<file path="config.mk">
export PLATFORM = sky130hd
export DESIGN_NAME = vadd_seq_flat
export DESIGN_NICKNAME = d
export VERILOG_FILES = /design/src/rtl/vadd_seq_pkg.sv /design/src/rtl/vadd_seq_if.sv /design/src/rtl/vadd_seq_dly.sv /design/src/rtl/vadd_seq.sv /design/src/flat_wrapper.sv
export SDC_FILE = /design/constraint.sdc
export NUM_CORES = 1
export LEC_CHECK = 0
export BUFFER_PORTS_ARGS = -buffer_cell sky130_fd_sc_hd__buf_2
export CORE_UTILIZATION = 57
export DETAILED_ROUTE_END_ITERATION = 7
export GPL_TIMING_DRIVEN = 0
export PLACE_DENSITY = 0.8
export RECOVER_POWER = 100
export SLEW_MARGIN = 5
export SYNTH_ARGS = -nofsm -noshare
export SYNTH_HDL_FRONTEND = slang
export SYNTH_SLANG_ARGS = --single-unit
</file>
<file path="constraint.sdc">
create_clock -name clk -period 6.9 [get_ports clk]
set_input_delay 0.345 -clock clk [delete_from_list [all_inputs] [get_ports clk]]
set_output_delay 0.345 -clock clk [all_outputs]
set_load 0.05 [all_outputs]
</file>
<file path="src/rtl/vadd_seq_pkg.sv">
// Shared types, widths and helpers for the vadd_seq command sequencer.
package vadd_seq_pkg;

    localparam int unsigned DATA_WIDTH  = 64;
    localparam int unsigned BE_WIDTH    = DATA_WIDTH / 8;
    localparam int unsigned ADDR_WIDTH  = 32;
    localparam int unsigned VL_WIDTH    = 11;
    localparam int unsigned OPSEL_WIDTH = 9;
    localparam int unsigned SIDX_WIDTH  = 6;
    localparam int unsigned DEF_RD_LAT  = 2;
    localparam int unsigned DEF_DP_LAT  = 6;

    typedef enum logic [1:0] {
        IDLE  = 2'd0,
        ISSUE = 2'd1,
        DRAIN = 2'd2
    } state_t;

    typedef struct packed {
        logic [OPSEL_WIDTH-1:0] opsel;
        logic [1:0]             sew;
        logic [VL_WIDTH-1:0]    vl;
        logic                   avg;
        logic [ADDR_WIDTH-1:0]  vs0;
        logic [ADDR_WIDTH-1:0]  vs1;
        logic [ADDR_WIDTH-1:0]  vd;
    } cmd_t;

    typedef struct packed {
        logic                   valid;
        logic [1:0]             sew;
        logic [OPSEL_WIDTH-1:0] opsel;
        logic [ADDR_WIDTH-1:0]  addr;
        logic [SIDX_WIDTH-1:0]  start_idx;
        logic                   req_start;
        logic                   req_end;
        logic [BE_WIDTH-1:0]    be;
        logic                   avg;
    } sb_t;

    // Byte enables for a beat with rem elements left; full beat once rem covers it.
    function automatic logic [BE_WIDTH-1:0] be_calc(input logic [VL_WIDTH-1:0] rem,
                                                    input logic [1:0]          sew);
        logic [VL_WIDTH-1:0] epb;
        logic [BE_WIDTH:0]   nbytes;
        logic [BE_WIDTH:0]   mask;
        epb = VL_WIDTH'(BE_WIDTH) >> sew;
        if (rem >= epb) begin
            be_calc = '1;
        end else begin
            nbytes  = (BE_WIDTH+1)'(rem) << sew;
            mask    = ((BE_WIDTH+1)'(1) << nbytes) - (BE_WIDTH+1)'(1);
            be_calc = BE_WIDTH'(mask);
        end
    endfunction

endpackage

</file>
<file path="src/rtl/vadd_seq_if.sv">
// Command, register-file read and datapath sideband bundle of the sequencer.
interface vadd_seq_if;
    import vadd_seq_pkg::*;

    logic                   cmd_valid;
    logic                   cmd_ready;
    logic [OPSEL_WIDTH-1:0] cmd_opSel;
    logic [1:0]             cmd_sew;
    logic [VL_WIDTH-1:0]    cmd_vl;
    logic                   cmd_avg;
    logic [ADDR_WIDTH-1:0]  cmd_vs0;
    logic [ADDR_WIDTH-1:0]  cmd_vs1;
    logic [ADDR_WIDTH-1:0]  cmd_vd;
    logic                   rd_valid;
    logic [ADDR_WIDTH-1:0]  rd_addr0;
    logic [ADDR_WIDTH-1:0]  rd_addr1;
    logic                   dp_valid;
    logic [1:0]             dp_sew;
    logic [OPSEL_WIDTH-1:0] dp_opSel;
    logic [ADDR_WIDTH-1:0]  dp_addr;
    logic [SIDX_WIDTH-1:0]  dp_start_idx;
    logic                   dp_req_start;
    logic                   dp_req_end;
    logic [BE_WIDTH-1:0]    dp_be;
    logic                   dp_avg;
    logic                   busy;
    logic                   done;

    modport master (
        output cmd_valid, cmd_opSel, cmd_sew, cmd_vl, cmd_avg, cmd_vs0, cmd_vs1, cmd_vd,
        input  cmd_ready, rd_valid, rd_addr0, rd_addr1,
        input  dp_valid, dp_sew, dp_opSel, dp_addr, dp_start_idx,
        input  dp_req_start, dp_req_end, dp_be, dp_avg, busy, done
    );

    modport slave (
        input  cmd_valid, cmd_opSel, cmd_sew, cmd_vl, cmd_avg, cmd_vs0, cmd_vs1, cmd_vd,
        output cmd_ready, rd_valid, rd_addr0, rd_addr1,
        output dp_valid, dp_sew, dp_opSel, dp_addr, dp_start_idx,
        output dp_req_start, dp_req_end, dp_be, dp_avg, busy, done
    );

endinterface

</file>
<file path="src/rtl/vadd_seq_dly.sv">
// Fixed-depth sideband delay line matching the register-file read latency.
module vadd_seq_dly
    import vadd_seq_pkg::*;
#(
    parameter int unsigned DEPTH = DEF_RD_LAT
) (
    input  logic clk,
    input  logic rst_n,
    input  sb_t  i_sb,
    output sb_t  o_sb
);

    sb_t r_pipe [DEPTH];

    always_ff @(posedge clk or negedge rst_n) begin
        if (!rst_n) begin
            for (int i = 0; i < int'(DEPTH); i++) r_pipe[i] <= '0;
        end else begin
            r_pipe[0] <= i_sb;
            for (int i = 1; i < int'(DEPTH); i++) r_pipe[i] <= r_pipe[i-1];
        end
    end

    assign o_sb = r_pipe[DEPTH-1];

endmodule

</file>
<file path="src/rtl/vadd_seq.sv">
// Vector add/min/max/compare/average command sequencer: splits a command into 64-bit beats.
// Optional feature macro VADD_SEQ_MASK_EN: mask ops (opSel[8]) get packed-bit addressing.
module vadd_seq
    import vadd_seq_pkg::*;
#(
    parameter int unsigned RD_LAT = DEF_RD_LAT,
    parameter int unsigned DP_LAT = DEF_DP_LAT
) (
    input logic       clk,
    input logic       rst,
    vadd_seq_if.slave bus
);

    localparam int unsigned DRAIN_W = $clog2(RD_LAT + DP_LAT + 1);

    state_t                r_state, w_state_nxt;
    cmd_t                  r_cmd, w_cmd;
    logic [VL_WIDTH-1:0]   r_beat, w_beat_nxt;
    logic [DRAIN_W-1:0]    r_drain, w_drain_nxt;
    logic                  w_accept, w_issue;
    logic                  r_last, w_last_nxt;
    logic [VL_WIDTH-1:0]   w_epb, w_elem, w_rem;
    sb_t                   w_sb_nxt, r_sb, w_sb_dp;
    logic                  r_rd_valid;
    logic [ADDR_WIDTH-1:0] r_rd_addr0, r_rd_addr1;
    logic                  r_cmd_ready, r_busy, r_done;

    assign w_accept = (r_state == IDLE) && bus.cmd_valid;

    // Fields of the beat about to be issued come from the live command on accept.
    always_comb begin
        w_cmd = r_cmd;
        if (w_accept) begin
            w_cmd.opsel = bus.cmd_opSel;
            w_cmd.sew   = bus.cmd_sew;
            w_cmd.vl    = bus.cmd_vl;
            w_cmd.avg   = bus.cmd_avg;
            w_cmd.vs0   = bus.cmd_vs0;
            w_cmd.vs1   = bus.cmd_vs1;
            w_cmd.vd    = bus.cmd_vd;
        end
    end

    always_ff @(posedge clk or negedge rst) begin
        if (!rst) r_state <= IDLE;
        else      r_state <= w_state_nxt;
    end

    always_comb begin
        w_state_nxt = r_state;
        w_beat_nxt  = r_beat;
        w_drain_nxt = r_drain;
        w_issue     = 1'b0;
        case (r_state)
            IDLE: begin
                if (bus.cmd_valid) begin
                    if (bus.cmd_vl == '0) begin
                        w_state_nxt = DRAIN;
                        w_drain_nxt = '0;
                    end else begin
                        w_state_nxt = ISSUE;
                        w_beat_nxt  = '0;
                        w_issue     = 1'b1;
                    end
                end
            end
            ISSUE: begin
                if (r_last) begin
                    w_state_nxt = DRAIN;
                    w_drain_nxt = DRAIN_W'(RD_LAT + DP_LAT);
                end else begin
                    w_beat_nxt = r_beat + VL_WIDTH'(1);
                    w_issue    = 1'b1;
                end
            end
            DRAIN: begin
                if (r_drain == '0) w_state_nxt = IDLE;
                else               w_drain_nxt = r_drain - DRAIN_W'(1);
            end
            default: w_state_nxt = IDLE;
        endcase
    end

    // Per-beat sideband; everything stays zero on cycles without a beat.
    always_comb begin
        w_epb      = VL_WIDTH'(BE_WIDTH) >> w_cmd.sew;
        w_elem     = w_beat_nxt << (2'd3 - w_cmd.sew);
        w_rem      = w_cmd.vl - w_elem;
        w_last_nxt = w_issue && (w_rem <= w_epb);
        w_sb_nxt   = '0;
        if (w_issue) begin
            w_sb_nxt.valid     = 1'b1;
            w_sb_nxt.sew       = w_cmd.sew;
            w_sb_nxt.opsel     = w_cmd.opsel;
            w_sb_nxt.avg       = w_cmd.avg;
            w_sb_nxt.be        = be_calc(w_rem, w_cmd.sew);
            w_sb_nxt.req_start = (w_beat_nxt == '0);
            w_sb_nxt.req_end   = (w_rem <= w_epb);
            w_sb_nxt.addr      = w_cmd.vd + ADDR_WIDTH'(w_beat_nxt);
            w_sb_nxt.start_idx = '0;
`ifdef VADD_SEQ_MASK_EN
            if (w_cmd.opsel[OPSEL_WIDTH-1]) begin
                w_sb_nxt.start_idx = w_elem[SIDX_WIDTH-1:0];
                w_sb_nxt.addr      = w_cmd.vd + ADDR_WIDTH'(w_elem >> SIDX_WIDTH);
            end
`else
            w_sb_nxt.opsel[OPSEL_WIDTH-1] = 1'b0;
`endif
        end
    end

`ifndef VADD_SEQ_MASK_EN
    logic w_unused_mask_bit;
    assign w_unused_mask_bit = w_cmd.opsel[OPSEL_WIDTH-1];
`endif

    always_ff @(posedge clk or negedge rst) begin
        if (!rst) begin
            r_cmd       <= '0;
            r_beat      <= '0;
            r_drain     <= '0;
            r_last      <= 1'b0;
            r_sb        <= '0;
            r_rd_valid  <= 1'b0;
            r_rd_addr0  <= '0;
            r_rd_addr1  <= '0;
            r_cmd_ready <= 1'b1;
            r_busy      <= 1'b0;
            r_done      <= 1'b0;
        end else begin
            if (w_accept) r_cmd <= w_cmd;
            r_beat      <= w_beat_nxt;
            r_drain     <= w_drain_nxt;
            r_last      <= w_last_nxt;
            r_sb        <= w_sb_nxt;
            r_rd_valid  <= w_issue;
            r_rd_addr0  <= w_issue ? w_cmd.vs0 + ADDR_WIDTH'(w_beat_nxt) : '0;
            r_rd_addr1  <= w_issue ? w_cmd.vs1 + ADDR_WIDTH'(w_beat_nxt) : '0;
            r_cmd_ready <= (w_state_nxt == IDLE);
            r_busy      <= (w_state_nxt != IDLE);
            r_done      <= (w_state_nxt == DRAIN) && (w_drain_nxt == '0);
        end
    end

    vadd_seq_dly #(.DEPTH(RD_LAT)) u_dly (
        .clk   (clk),
        .rst_n (rst),
        .i_sb  (r_sb),
        .o_sb  (w_sb_dp)
    );

    assign bus.cmd_ready    = r_cmd_ready;
    assign bus.rd_valid     = r_rd_valid;
    assign bus.rd_addr0     = r_rd_addr0;
    assign bus.rd_addr1     = r_rd_addr1;
    assign bus.dp_valid     = w_sb_dp.valid;
    assign bus.dp_sew       = w_sb_dp.sew;
    assign bus.dp_opSel     = w_sb_dp.opsel;
    assign bus.dp_addr      = w_sb_dp.addr;
    assign bus.dp_start_idx = w_sb_dp.start_idx;
    assign bus.dp_req_start = w_sb_dp.req_start;
    assign bus.dp_req_end   = w_sb_dp.req_end;
    assign bus.dp_be        = w_sb_dp.be;
    assign bus.dp_avg       = w_sb_dp.avg;
    assign bus.busy         = r_busy;
    assign bus.done         = r_done;

endmodule

</file>
<file path="src/flat_wrapper.sv">
// flat-port wrapper written by rule: the top's interface ports become plain ports
module vadd_seq_flat import vadd_seq_pkg::*;
#(
    parameter int unsigned RD_LAT = DEF_RD_LAT,
    parameter int unsigned DP_LAT = DEF_DP_LAT
)
  (clk, rst, bus_cmd_valid, bus_cmd_opSel, bus_cmd_sew, bus_cmd_vl, bus_cmd_avg, bus_cmd_vs0, bus_cmd_vs1, bus_cmd_vd, bus_cmd_ready, bus_rd_valid, bus_rd_addr0, bus_rd_addr1, bus_dp_valid, bus_dp_sew, bus_dp_opSel, bus_dp_addr, bus_dp_start_idx, bus_dp_req_start, bus_dp_req_end, bus_dp_be, bus_dp_avg, bus_busy, bus_done);
  vadd_seq_if bus_i ();
  input logic clk;
  input logic rst;
  input wire logic [$bits(bus_i.cmd_valid)-1:0] bus_cmd_valid;
  input wire logic [$bits(bus_i.cmd_opSel)-1:0] bus_cmd_opSel;
  input wire logic [$bits(bus_i.cmd_sew)-1:0] bus_cmd_sew;
  input wire logic [$bits(bus_i.cmd_vl)-1:0] bus_cmd_vl;
  input wire logic [$bits(bus_i.cmd_avg)-1:0] bus_cmd_avg;
  input wire logic [$bits(bus_i.cmd_vs0)-1:0] bus_cmd_vs0;
  input wire logic [$bits(bus_i.cmd_vs1)-1:0] bus_cmd_vs1;
  input wire logic [$bits(bus_i.cmd_vd)-1:0] bus_cmd_vd;
  output wire logic [$bits(bus_i.cmd_ready)-1:0] bus_cmd_ready;
  output wire logic [$bits(bus_i.rd_valid)-1:0] bus_rd_valid;
  output wire logic [$bits(bus_i.rd_addr0)-1:0] bus_rd_addr0;
  output wire logic [$bits(bus_i.rd_addr1)-1:0] bus_rd_addr1;
  output wire logic [$bits(bus_i.dp_valid)-1:0] bus_dp_valid;
  output wire logic [$bits(bus_i.dp_sew)-1:0] bus_dp_sew;
  output wire logic [$bits(bus_i.dp_opSel)-1:0] bus_dp_opSel;
  output wire logic [$bits(bus_i.dp_addr)-1:0] bus_dp_addr;
  output wire logic [$bits(bus_i.dp_start_idx)-1:0] bus_dp_start_idx;
  output wire logic [$bits(bus_i.dp_req_start)-1:0] bus_dp_req_start;
  output wire logic [$bits(bus_i.dp_req_end)-1:0] bus_dp_req_end;
  output wire logic [$bits(bus_i.dp_be)-1:0] bus_dp_be;
  output wire logic [$bits(bus_i.dp_avg)-1:0] bus_dp_avg;
  output wire logic [$bits(bus_i.busy)-1:0] bus_busy;
  output wire logic [$bits(bus_i.done)-1:0] bus_done;
  assign bus_i.cmd_valid = bus_cmd_valid;
  assign bus_i.cmd_opSel = bus_cmd_opSel;
  assign bus_i.cmd_sew = bus_cmd_sew;
  assign bus_i.cmd_vl = bus_cmd_vl;
  assign bus_i.cmd_avg = bus_cmd_avg;
  assign bus_i.cmd_vs0 = bus_cmd_vs0;
  assign bus_i.cmd_vs1 = bus_cmd_vs1;
  assign bus_i.cmd_vd = bus_cmd_vd;
  assign bus_cmd_ready = bus_i.cmd_ready;
  assign bus_rd_valid = bus_i.rd_valid;
  assign bus_rd_addr0 = bus_i.rd_addr0;
  assign bus_rd_addr1 = bus_i.rd_addr1;
  assign bus_dp_valid = bus_i.dp_valid;
  assign bus_dp_sew = bus_i.dp_sew;
  assign bus_dp_opSel = bus_i.dp_opSel;
  assign bus_dp_addr = bus_i.dp_addr;
  assign bus_dp_start_idx = bus_i.dp_start_idx;
  assign bus_dp_req_start = bus_i.dp_req_start;
  assign bus_dp_req_end = bus_i.dp_req_end;
  assign bus_dp_be = bus_i.dp_be;
  assign bus_dp_avg = bus_i.dp_avg;
  assign bus_busy = bus_i.busy;
  assign bus_done = bus_i.done;
  vadd_seq #(.RD_LAT(RD_LAT), .DP_LAT(DP_LAT)) u_core (.clk(clk), .rst(rst), .bus(bus_i));
endmodule
</file>
# [After elaboration in Yosys (flattened, before gate mapping)]
# Cells that the tools add are included.
[word_totals] regBits=387 out_inout_bits=129 elab_cells=94
[op_classes] reduce_logical=10 shifts=4 add_sub_neg=8 magnitude_cmp=2 eq_ne=3 muxes=23
[ops] operator="two-way mux 118 bit" count=1
[ops] operator="adder 32 x 11 -> 32 bit" count=3
[ops] operator="two-way mux 32 bit" count=2
[ops] operator="two-way mux 61 bit" count=1
[ops] operator="two-way mux 11 bit" count=3
[ops] operator="logical NOT 11 bit" count=2
[ops] operator="case mux 11 bit (2 select lines)" count=1
[ops] operator="two-way mux 4 bit" count=4
[ops] operator="case mux 4 bit (3 select lines)" count=1
[ops] operator="adder 11 x 1 -> 11 bit (second input constant)" count=1
[ops] operator=">= comparator 11 bit" count=1
[ops] operator="less-or-equal comparator 11 bit" count=1
[ops] operator="left shift 11 x 2 -> 11 bit" count=1
[ops] operator=">> shifter 4 x 2 -> 11 bit (first input constant)" count=1
[ops] operator="subtractor 11 bit" count=1
[ops] operator="left shift 1 x 9 -> 8 bit (first input constant)" count=1
[ops] operator="left shift 9 x 2 -> 9 bit" count=1
[ops] operator="logical NOT 4 bit" count=2
[ops] operator="two-way mux 2 bit" count=4
[ops] operator="two-way mux 8 bit" count=1
[ops] operator="subtractor 8 x 2 -> 8 bit (second input constant)" count=1
[ops] operator="case mux 2 bit (3 select lines)" count=1
[ops] operator="== test 2 bit (second input constant)" count=2
[ops] operator="logical NOT 2 bit" count=2
[ops] operator="7 further kinds" count=11

# [Depth between registers and ports, before layout]
# Gate-level depths: netlist of the first run.
[depth] word_depth=11 ltp_mapped=27 mapped_depth_nobuf=22

# [Modules after synthesis]
# Synthesis of the first run repeated with hierarchy kept, for this count alone.
[unflattened] hier_cells=1604 area_unflattened_um2=16538.4
[by_module_without_submodules] module="vadd_seq" instances=1 seq_area_each_um2=6407.4 cells_each=1421 area_each_um2=13027.5
[by_module_without_submodules] module="vadd_seq_dly" instances=1 seq_area_each_um2=3052.9 cells_each=183 area_each_um2=3510.9

# [Worst setup path before layout of the first run]
# Ideal clock, no wire load.
[synth_timing] path_kind="reg-to-reg" from="register u_core.r_state[1]" to="register u_core.r_sb[7] in the netlist's numbering" path_buffers=8 path_stages_with_launch=28 path_slack_ps=1516 arrival_ps=5302 period_less_slack_ps=5384 setup_time_ps=82 path_cell_list="dfrtp_1 > nor3b_2 > buf_6 > buf_6 > buf_4 > buf_6 > buf_6 > buf_2 > buf_1 > buf_2 > nand2_1 > nand2_1 > inv_1 > ha_1 > fa_1 > nand2b_1 > a21oi_1 > xor2_1 > a211oi_1 > nand3_1 > nor3_1 > nor2b_1 > nand3_1 > ha_1 > or2_2 > o41ai_1 > nand2b_1 > a31oi_1"
[synth_rtl] item="from (decl)" line="vadd_seq.sv:16" text="state_t r_state, w_state_nxt;"
[synth_rtl] item="from (signal assigned)" line="vadd_seq.sv:46" text="else r_state <= w_state_nxt;"
[synth_rtl] item="to (signal assigned)" line="vadd_seq.sv:135" text="r_sb <= w_sb_nxt;"
[synth_rtl] item="to (decl)" line="vadd_seq.sv:23" text="sb_t w_sb_nxt, r_sb, w_sb_dp;"

==> out/results.ini, run 1 <==
[detailed_routing]
ant_nets = 0
viasPerCell = 5.566
drc = 0
wl_per_cell_um = 18.53
firstDrtPassIters = 5
num_vias = 12960
postRouteWirelength_um = 43140
drt_iter0_drc = 1346

[worst_setup_path]
critPathArrivalTime_ps = 6960
worst_setup_path_end_kind = flip-flop
worstSetupPathType = flip-flop to flip-flop
start_kind = flip-flop
cp_max_fo = 10
required_ps = 7320

[yosys]
synth_area_sq_mm = 0.01640
avgSynthCellArea_sq_um = 10.03
async_flop_share_pct = 100.0
synth-seq-area-share_pct = 55.56
ys.flop_type = dfrtp_1
ys_ff_latch = 364
yosys.cell_types.count = 78
syn_inst = 1634
synth_warnings = 0
synth-edff-count = 0

[timing]
fin_crit_ps = 6542
grt_setup_unrepaired = false
max_freq_ghz = 0.1529
hold_viol = 0
fin_skew_ps = 20.14
maxSlewViolCount = 151
fin_ws_ps = 357.9
finalCritPeriodShare_pct = 94.81
worstMarginPinSlew_ps = 3837
relSlewSlack_pct = -155.8
setup-violations-final = 0

[cts]
cts_htree_levels = 2
cts_buffer_depth = 3
cts_tree = built
clock-sinks = 364
cts_setup_buffers = 0
insertion_delay_ps = 530
cts_made_buffers = 38
clk_pin_slew_worst_paths_ps = 70
cts-root-buf = clkbuf_16

[global_routing]
grt_antenna_before_repair = 0
grt_usage_pct = 29.77
grt_pass1_wl_um = 66360
grt_max_degree = 124
grt_overflow = 0
grt_pass1_vias = 12700

[worst_hold_path]
hp-class = input port to flip-flop

[final_layout]
fin_nets = 2100
finalNonFillerCells = 2328
antenna_cells = 0
fillCellCount = 2182
mostFrequentLayoutCell = nand2_1
final_cell_mix = 415 x nand2_1, 363 x dfrtp_1, 161 x clkbuf_1, 132 x buf_2, 96 x nor2_1
drive_above_1_share_pct = 14.62
area_growth_syn_to_layout_pct = 17.15

[status]
violations = capacitance limit, slew limit
status = finished with violations

[placement]
io_buffer_count = 242
gp_congestion = 0.9219
placed_cells = 2263
dp_hpwl_um = 31030
pre_cts_slack_ps = -119.1

[floorplanning]
io_pins = 251
design.die.area_sq_mm = 0.02945
start_util_pct = 58.54
die_w_um = 171.6
row_count = 61
dieHeight_um = 171.6
core_area_sq_mm = 0.02801

[job]
drv_cap = 3

==> worst max-delay path, cell delays in order, from the launching register on <==
cell	delay [ps]
dfrtp_1	470
or3b_1	150
clkbuf_1	310
buf_2	410
nor2_1	140
nor2_1	170
clkbuf_1	470
nand2_1	120
o21a_1	190
nor3_1	360
ha_1	250
fa_1	240
nand2b_1	150
a21oi_1	90
or3_1	320
a211oi_1	360
nand3_1	280
nor3_1	340
nor2b_1	310
nand3_1	120
ha_1	280
or2_2	320
o41ai_1	270
nand2b_1	100
a31oi_1	220
==> timing repair <==
| item | CTS | global route |
|---|---|---|
| endpoints found under the setup margin | 2 | 2 |
| hold buffers | 1 | 0 |
| gates resized for setup | 0 | 5 |
| hold endpoints to repair | 66 | 0 |
==> metrics by stage <==
stage / TNS (ps) / cell area [sq um] / utilization (%) / hold slack [ps]
CTS: 0 / 19460 / 69.48 / 7.477
finish: 0 / 19210 / 68.58 / 17.27
global placement: -403070 / 18100 / 64.63 / 331.6
global route: 0 / 19210 / 68.58 / 31.74
detailed placement: -119.1 / 18200 / 64.96 / 334.3
floorplan: 0 / 16420 / - / 49.41
==> cell type report <==
type	instances	area (sq um)	area share (%)
clock buffer	53	1099	5.719
multi-input combinational	1096	6307	32.84
tap	378	473.0	2.462
inverter	63	236.5	1.231
clock inverter	14	161.4	0.8403
buffer	114	710.7	3.700
timing repair buffer	246	1111	5.784
sequential	364	9110	47.43
==> logic make-up (layout without fill, tap and decap cells) <==
kind of cell | Yosys count | count (layout) | share of synthesized area (%)
buf+inv | 180 | 490 | 5.883
fa+ha+maj | 55 | 55 | 4.380
compound gates | 226 | 226 | 8.974
xor+xnor | 46 | 46 | 2.457
simple gates | 713 | 713 | 19.57
mux | 49 | 49 | 3.151
flops | 364 | 364 | 55.56
other cells | 1 | 7 | 0.02287
==> synthesized netlist by cell type (all sizes together), types with 3 or more instances <==
master | number | area, sq um
ha | 51 | 638.1
a2111oi | 3 | 70.06
o2111ai | 4 | 35.03
or3 | 7 | 43.79
and2 | 21 | 131.4
o31ai | 3 | 22.52
or2 | 6 | 37.54
or4 | 3 | 22.52
a211oi | 6 | 50.05
o211ai | 7 | 57.55
fa | 4 | 80.08
o22ai | 5 | 31.28
nor4b | 3 | 41.29
mux2i | 44 | 460.4
a21o | 13 | 97.59
inv | 63 | 236.5
and4 | 5 | 43.79
nor3 | 41 | 221.5
a21oi | 76 | 384.1
clkbuf | 27 | 101.4
buf | 90 | 626.8
o21a | 10 | 75.07
nor4 | 9 | 71.32
a21boi | 4 | 30.03
mux2 | 5 | 56.30
a31oi | 19 | 118.9
nor3b | 7 | 62.56
nor2 | 96 | 360.4
o21bai | 5 | 37.54
o311ai | 5 | 43.80
and3 | 20 | 125.1
a41oi | 4 | 35.03
xnor2 | 24 | 210.2
nor2b | 11 | 68.82
o21ai | 44 | 220.2
nand2 | 415 | 1558
o41ai | 4 | 35.03
xor2 | 22 | 192.7
dfrtp | 363 | 9084
nand3 | 23 | 120.1
nand2b | 24 | 150.1
nand4 | 18 | 118.9
==> state kept, by name, indices dropped and copies added (netlist names), 2 cells and up <==
| name | flops |
|---|---|
| u_core.bus.rd_addr1 | 32 |
| u_core.r_beat | 11 |
| u_core.u_dly.o_sb | 54 |
| u_core.r_state | 2 |
| u_core.r_drain | 4 |
| u_core.r_cmd | 118 |
| u_core.bus.rd_addr0 | 32 |
| u_core.r_sb | 52 |
| u_core.u_dly.r_pipe | 54 |
==> routing by layer <==
metal	share of wire, %	track usage (%)	vias to the layer above
li1	-	-	5984
met1	40	38.29	6218
met2	48	50.20	630
met3	8.2	5.039	126
met4	3.8	11.76	0
met5	0	0	-
==> final timing paths <==
path	from	end	slack, ps	cells after the start
worst max-delay path	u_core.r_state[0]	u_core.r_sb[7]	360	24
worst min-delay path	bus_cmd_vs0[9]	u_core.r_cmd[73]	20	3
worst max register to register	u_core.r_state[0]	u_core.r_sb[7]	360	24
worst min register to register	u_core.r_sb[41]	u_core.u_dly.r_pipe[102]	350	0
max in group asynchronous	rst	u_core.r_cmd[109]	1390	4
min in group asynchronous	rst	u_core.u_dly.o_sb[0]	1690	2
Power of run 1 is left out: the tool's default activity adds up to more than one toggle a clock period on the data nets, which glitch-free logic cannot reach.
==> inputs of run 2 (changes only) <==
Settings changed: GPL_ROUTABILITY_DRIVEN set to 0, REMOVE_ABC_BUFFERS set to 1.
==> out/results.ini, run 2 (same netlist as run 1, synthesis figures left out) <==
[worst_setup_path]
start_kind = flip-flop
setup.worst_path.start = u_core.r_state[0]
reg2regPathDepth = 20  ; -17%
worstSetupPathType = flip-flop to flip-flop
cp_max_fo = 9  ; -1
r2r_start = u_core.r_state[0]
path_buf_inv = 0  ; -3
path_cells = nor3b_1, nand2_1, xor2_1, nor2_1, mux2_2, mux2i_1, ha_1, nor2_1, a21oi_1, or3_1, a211oi_1, nand3_1, nor3_1, nor2b_1, nand3_1, ha_1, or2_2, o41ai_1, nand2b_1, a31oi_1
endpoint = u_core.r_sb[7]
reg2reg_to = u_core.r_sb[7]
worst_setup_path_end_kind = flip-flop
critPathArrivalTime_ps = 6800  ; -160 ps
cp_slowest_cell = nor3b_1
cp_slowest_stage_delay_ps = 800  ; +330 ps
critical_path.top_delay_family = simple AND/OR/NAND/NOR gates
required_ps = 7330  ; about the same
worstSetupPathDepth = 20  ; -17%
r2r_slack_ps = 530  ; +170 ps

[detailed_routing]
num_vias = 12240  ; -5.5%
viasPerCell = 5.476  ; -1.6%
firstDrtPassIters = 6  ; +1
ant_nets = 0  ; unchanged
drt_iter0_drc = 971  ; -28%
postRouteWirelength_um = 38330  ; -11%
wl_per_cell_um = 17.15  ; -7.5%
drc = 0  ; unchanged

[worst_hold_path]
hp-class = input port to flip-flop
holdPathStages = 3  ; unchanged

[timing]
relSlewSlack_pct = -114.0  ; +42 points
setup-violations-final = 0  ; unchanged
fin_crit_ps = 6367  ; -174.6 ps
hold_viol = 0  ; unchanged
finalCritPeriodShare_pct = 92.28  ; -2.5 points
fin_skew_ps = 16.58  ; -3.562 ps
max_freq_ghz = 0.1570  ; +2.7%
grt_setup_unrepaired = false
worstMarginPinSlew_ps = 3211  ; -626.3 ps
maxSlewViolCount = 371  ; +150%

[cts]
clock-sinks = 364  ; unchanged
cts_buffer_depth = 3  ; unchanged
cts_made_buffers = 38  ; unchanged
clk_pin_slew_worst_paths_ps = 60  ; about the same
cts-root-buf = clkbuf_16
cts_tree = built
insertion_delay_ps = 530  ; about the same
cts_htree_levels = 2  ; unchanged

[global_routing]
grt_overflow = 0  ; unchanged
grt_usage_pct = 26.06  ; -3.7 points
grt_pass1_vias = 12150  ; -4.3%
grt_pass1_wl_um = 60640  ; -8.6%
grt_max_degree = 113  ; -8.9%
grt_antenna_before_repair = 7  ; +7

[final_layout]
fin_util_pct = 66.71  ; -1.9 points
drive_above_1_share_pct = 11.44  ; -3.2 points
top_register = u_core.r_cmd
final_cell_mix = 415 x nand2_1, 363 x dfrtp_1, 140 x clkbuf_1, 118 x buf_2, 94 x nor2_1
fin_nets = 2001  ; -4.7%
largest_register_ffs = 118  ; unchanged
mostFrequentLayoutCell = nand2_1
area_growth_syn_to_layout_pct = 13.96

[floorplanning]
design.die.area_sq_mm = 0.02945  ; unchanged
core_area_sq_mm = 0.02801  ; unchanged
dieHeight_um = 171.6  ; unchanged
io_pins = 251  ; unchanged
die_w_um = 171.6  ; unchanged
start_util_pct = 58.54  ; unchanged
row_count = 61  ; unchanged

[status]
violations = capacitance limit, slew limit
status = finished with violations

[placement]
dp_hpwl_um = 25730  ; -17%
io_buffer_count = 242  ; unchanged

[job]
drv_cap = 5  ; +2

run 2: cell count changes in the layout (fill, tap and decap cells not counted), moves of 3 or more:
cell and delta:
buf_1 -3, buf_2 -14, buf_4 -58, buf_6 -7, clkbuf_1 -21, clkbuf_8 +5
diode_2 +4
run 2: how the worst min path moves through the flow:
stage,to,start
after floorplan,u_core.bus.busy,rst
after global placement,u_core.u_dly.r_pipe[98],u_core.r_sb[37]
after detailed placement,u_core.u_dly.o_sb[49],rst
after CTS,u_core.r_cmd[110],bus_cmd_opSel[0]
after global routing,u_core.r_cmd[110],bus_cmd_opSel[0]
final,u_core.r_cmd[110],bus_cmd_opSel[0]
run 2: worst register-to-register path, delay by kind of cell (launching register included):
family	cells	cell delay [ps]
AO/OA/AOI/OAI	4	970
multiplexers	2	420
flip-flops	1	530
XOR/XNOR	1	190
AND/OR/NAND/NOR	11	3510
adder cells (fa/ha/maj)	2	670
run 2: repair_timing:
action	4_1_cts	5_1_grt
hold buffers	1	0
setup buffers	0	0
gates resized for setup	0	3
setup endpoints to repair	0	2
hold endpoints to repair	60	0
run 2: through the flow:
stage	worst slack (ps)	cell area (sq um)	TNS, ps	cells	hold WS (ps)
floorplan	-2714	15690	-121720	1523	49.41
global placement	-7548	17380	-1389140	2143	331.7
detailed placement	139.3	17750	0	2159	319.4
CTS	40.56	19050	0	2229	8.924
global route	79.35	18680	0	2234	27.98
finish	532.6	18690	0	2235	25.64
run 2: metal layers:
metal	share of wire, %	vias to the layer above	wire, um	global-route usage (%)
met5	0.097	-	37	0
met4	2.4	6	930	9.045
met3	6.8	81	2619	4.556
met2	48	471	18450	43.81
met1	43	5872	16290	34.04
li1	-	5809	-	-
run 2: final cells by class:
type / count / area (sq um)
Sequential cell: 364 / 9110
Multi-Input combinational cell: 1098 / 6339
Inverter: 63 / 236.5
Antenna cell: 4 / 10.01
Fill cell: 2156 / 9324
Tap cell: 378 / 473.0
Clock inverter: 10 / 118.9
Clock buffer: 59 / 1171
Timing Repair Buffer: 259 / 1229
Power of run 2 is left out for the same reason.
==> inputs of run 3 (changes only) <==
Settings changed: PLACE_DENSITY 0.8 to 0.87.
==> out/results.ini, run 3 (same netlist as run 1, synthesis figures left out) <==
[detailed_routing]
firstDrtPassIters = 5  ; -1
top_layer = met4
wl_met3_um = 2417  ; -7.7%
num_vias = 12440  ; +1.6%
wl_met2_um = 18730  ; +1.5%
drt_iter0_drc = 926  ; -4.6%
ant_nets = 0  ; unchanged
wl_per_cell_um = 17.45  ; +1.7%
postRouteWirelength_um = 38870  ; +1.4%
drc = 0  ; unchanged
wl_met1_um = 16240  ; -0.32%
viasPerCell = 5.581  ; +1.9%

[final_layout]
multi_input_area_sq_mm = 0.006360  ; +0.34%
drive_above_1_share_pct = 11.22  ; -0.22 points
seqCellArea_sq_mm = 0.009110  ; unchanged
area_growth_syn_to_layout_pct = 13.03
largest_register_ffs = 118  ; unchanged
final_cell_mix = 415 x nand2_1, 363 x dfrtp_1, 142 x clkbuf_1, 118 x buf_2, 95 x nor2_1
top_register = u_core.r_cmd
mostFrequentLayoutCell = nand2_1
fillCellCount = 2161  ; +0.23%
fin_nets = 1998  ; -0.15%

[timing]
worstMarginPinSlew_ps = 2599  ; -611.6 ps
hold_viol = 0  ; unchanged
fin_crit_ps = 6306  ; -61.87 ps
grt_setup_unrepaired = false
max_freq_ghz = 0.1586  ; +0.98%
relSlewSlack_pct = -73.27  ; +41 points
finalCritPeriodShare_pct = 91.38  ; -0.90 points
fin_skew_ps = 16.28  ; -0.3081 ps
hold_ws_ps = 41.00  ; +15.36 ps
maxSlewViolCount = 229  ; -38%
setup-violations-final = 0  ; unchanged

[cts]
clk_pin_slew_worst_paths_ps = 60  ; about the same
cts-root-buf = clkbuf_16
insertion_delay_ps = 520  ; about the same
cts_made_buffers = 37  ; -2.6%
cts_tree = built
cts_buffer_depth = 3  ; unchanged
cts_setup_buffers = 0  ; unchanged
clock-sinks = 364  ; unchanged
cts_htree_levels = 2  ; unchanged

[placement]
dp_hpwl_um = 25910  ; +0.69%
io_buffer_count = 242  ; unchanged

[worst_hold_path]
hold_end = u_core.r_cmd[34]
min_from = bus_cmd_vs1[2]
holdPathStages = 3  ; unchanged
hp-class = input port to flip-flop

[worst_setup_path]
critPathArrivalTime_ps = 6730  ; -70 ps
r2r_start = u_core.r_state[1]
worst_setup_path_end_kind = flip-flop
r2r_slack_ps = 590  ; +60 ps
reg2reg_to = u_core.r_sb[7]
reg2regPathDepth = 19  ; -5.0%
required_ps = 7320  ; about the same
worstSetupPathType = flip-flop to flip-flop
start_kind = flip-flop
cp_max_fo = 25  ; +16

[floorplanning]
row_count = 61  ; unchanged
design.die.area_sq_mm = 0.02945  ; unchanged
start_util_pct = 58.54  ; unchanged
core_area_sq_mm = 0.02801  ; unchanged
io_pins = 251  ; unchanged
die_w_um = 171.6  ; unchanged
dieHeight_um = 171.6  ; unchanged

[status]
violations = capacitance limit, slew limit
status = finished with violations

[global_routing]
grt_pass1_wl_um = 59950  ; -1.1%
grt_usage_pct = 26.18  ; +0.12 points
grt_max_degree = 128  ; +13%
grt_overflow = 0  ; unchanged
grt_pass1_vias = 11920  ; -1.9%
grt_antenna_before_repair = 4  ; -3

[job]
drv_cap = 4  ; -1

run 3: cell count changes in the layout (fill, tap and decap cells not counted), moves of 2 or more:
cell       delta
clkbuf_16     -2
inv_6         +2
clkbuf_8      -4
clkbuf_2      -2
buf_16        -2
clkinv_2      -2
clkbuf_1      +2
run 3: stage by stage:
stage	std cells	TNS [ps]	util, %	setup slack (ps)	cell area, sq um
after floorplan	1523	-121720	-	-2714	15690
after global placement	2143	-1311960	62.03	-7472	17380
after detailed placement	2157	0	63.13	49.67	17680
after CTS	2221	0	67.39	145.7	18880
after global routing	2227	0	66.16	177.9	18530
final	2228	0	66.17	594.4	18530
run 3: critical path, cell delays in order (launching register included):
cell and delay, ps:
dfrtp_1 490, nor3b_4 590, mux2i_4 710, inv_2 370, o21ai_0 360, a21oi_1 130, ha_1 370, nand2b_1 130
a21oi_1 100, or3_1 310, a211oi_1 370, nand3_1 260, nor3_1 370, nor2b_1 310, nand3_1 140, ha_1 300
or2_2 320, o41ai_1 290, nand2b_1 90, a31oi_1 190
run 3: metal layers:
layer | GRT usage, % | up-vias
li1 | - | 5804
met1 | 33.31 | 6000
met2 | 43.97 | 522
met3 | 3.912 | 109
met4 | 12.54 | 0
met5 | 0 | -
run 3: how the worst max path moves through the flow:
stage	start	end
floorplan	u_core.r_state[1]	u_core.r_sb[7]
global placement	bus_cmd_valid	u_core.bus.rd_addr0[0]
detailed placement	bus_cmd_valid	u_core.r_sb[7]
CTS	u_core.r_state[0]	u_core.r_sb[7]
global route	u_core.r_state[1]	u_core.r_sb[7]
finish	u_core.r_state[1]	u_core.r_sb[7]
run 3: layout make-up:
| class | instances | area share (%) |
|---|---|---|
| sequential | 364 | 49.15 |
| timing repair buffer | 257 | 6.272 |
| multi-input combinational | 1098 | 34.31 |
| tap | 378 | 2.552 |
| inverter | 63 | 1.276 |
| clock buffer | 53 | 5.752 |
| clock inverter | 10 | 0.6143 |
| antenna | 5 | 0.06751 |
run 3: what timing repair did:
action	in CTS	in global routing
hold endpoints to repair	51	0
hold buffers	1	0
gates resized for setup	1	3
setup endpoints to repair	1	2
gates cloned	0	2
pin swaps	0	1
Power of run 3 is left out for the same reason.
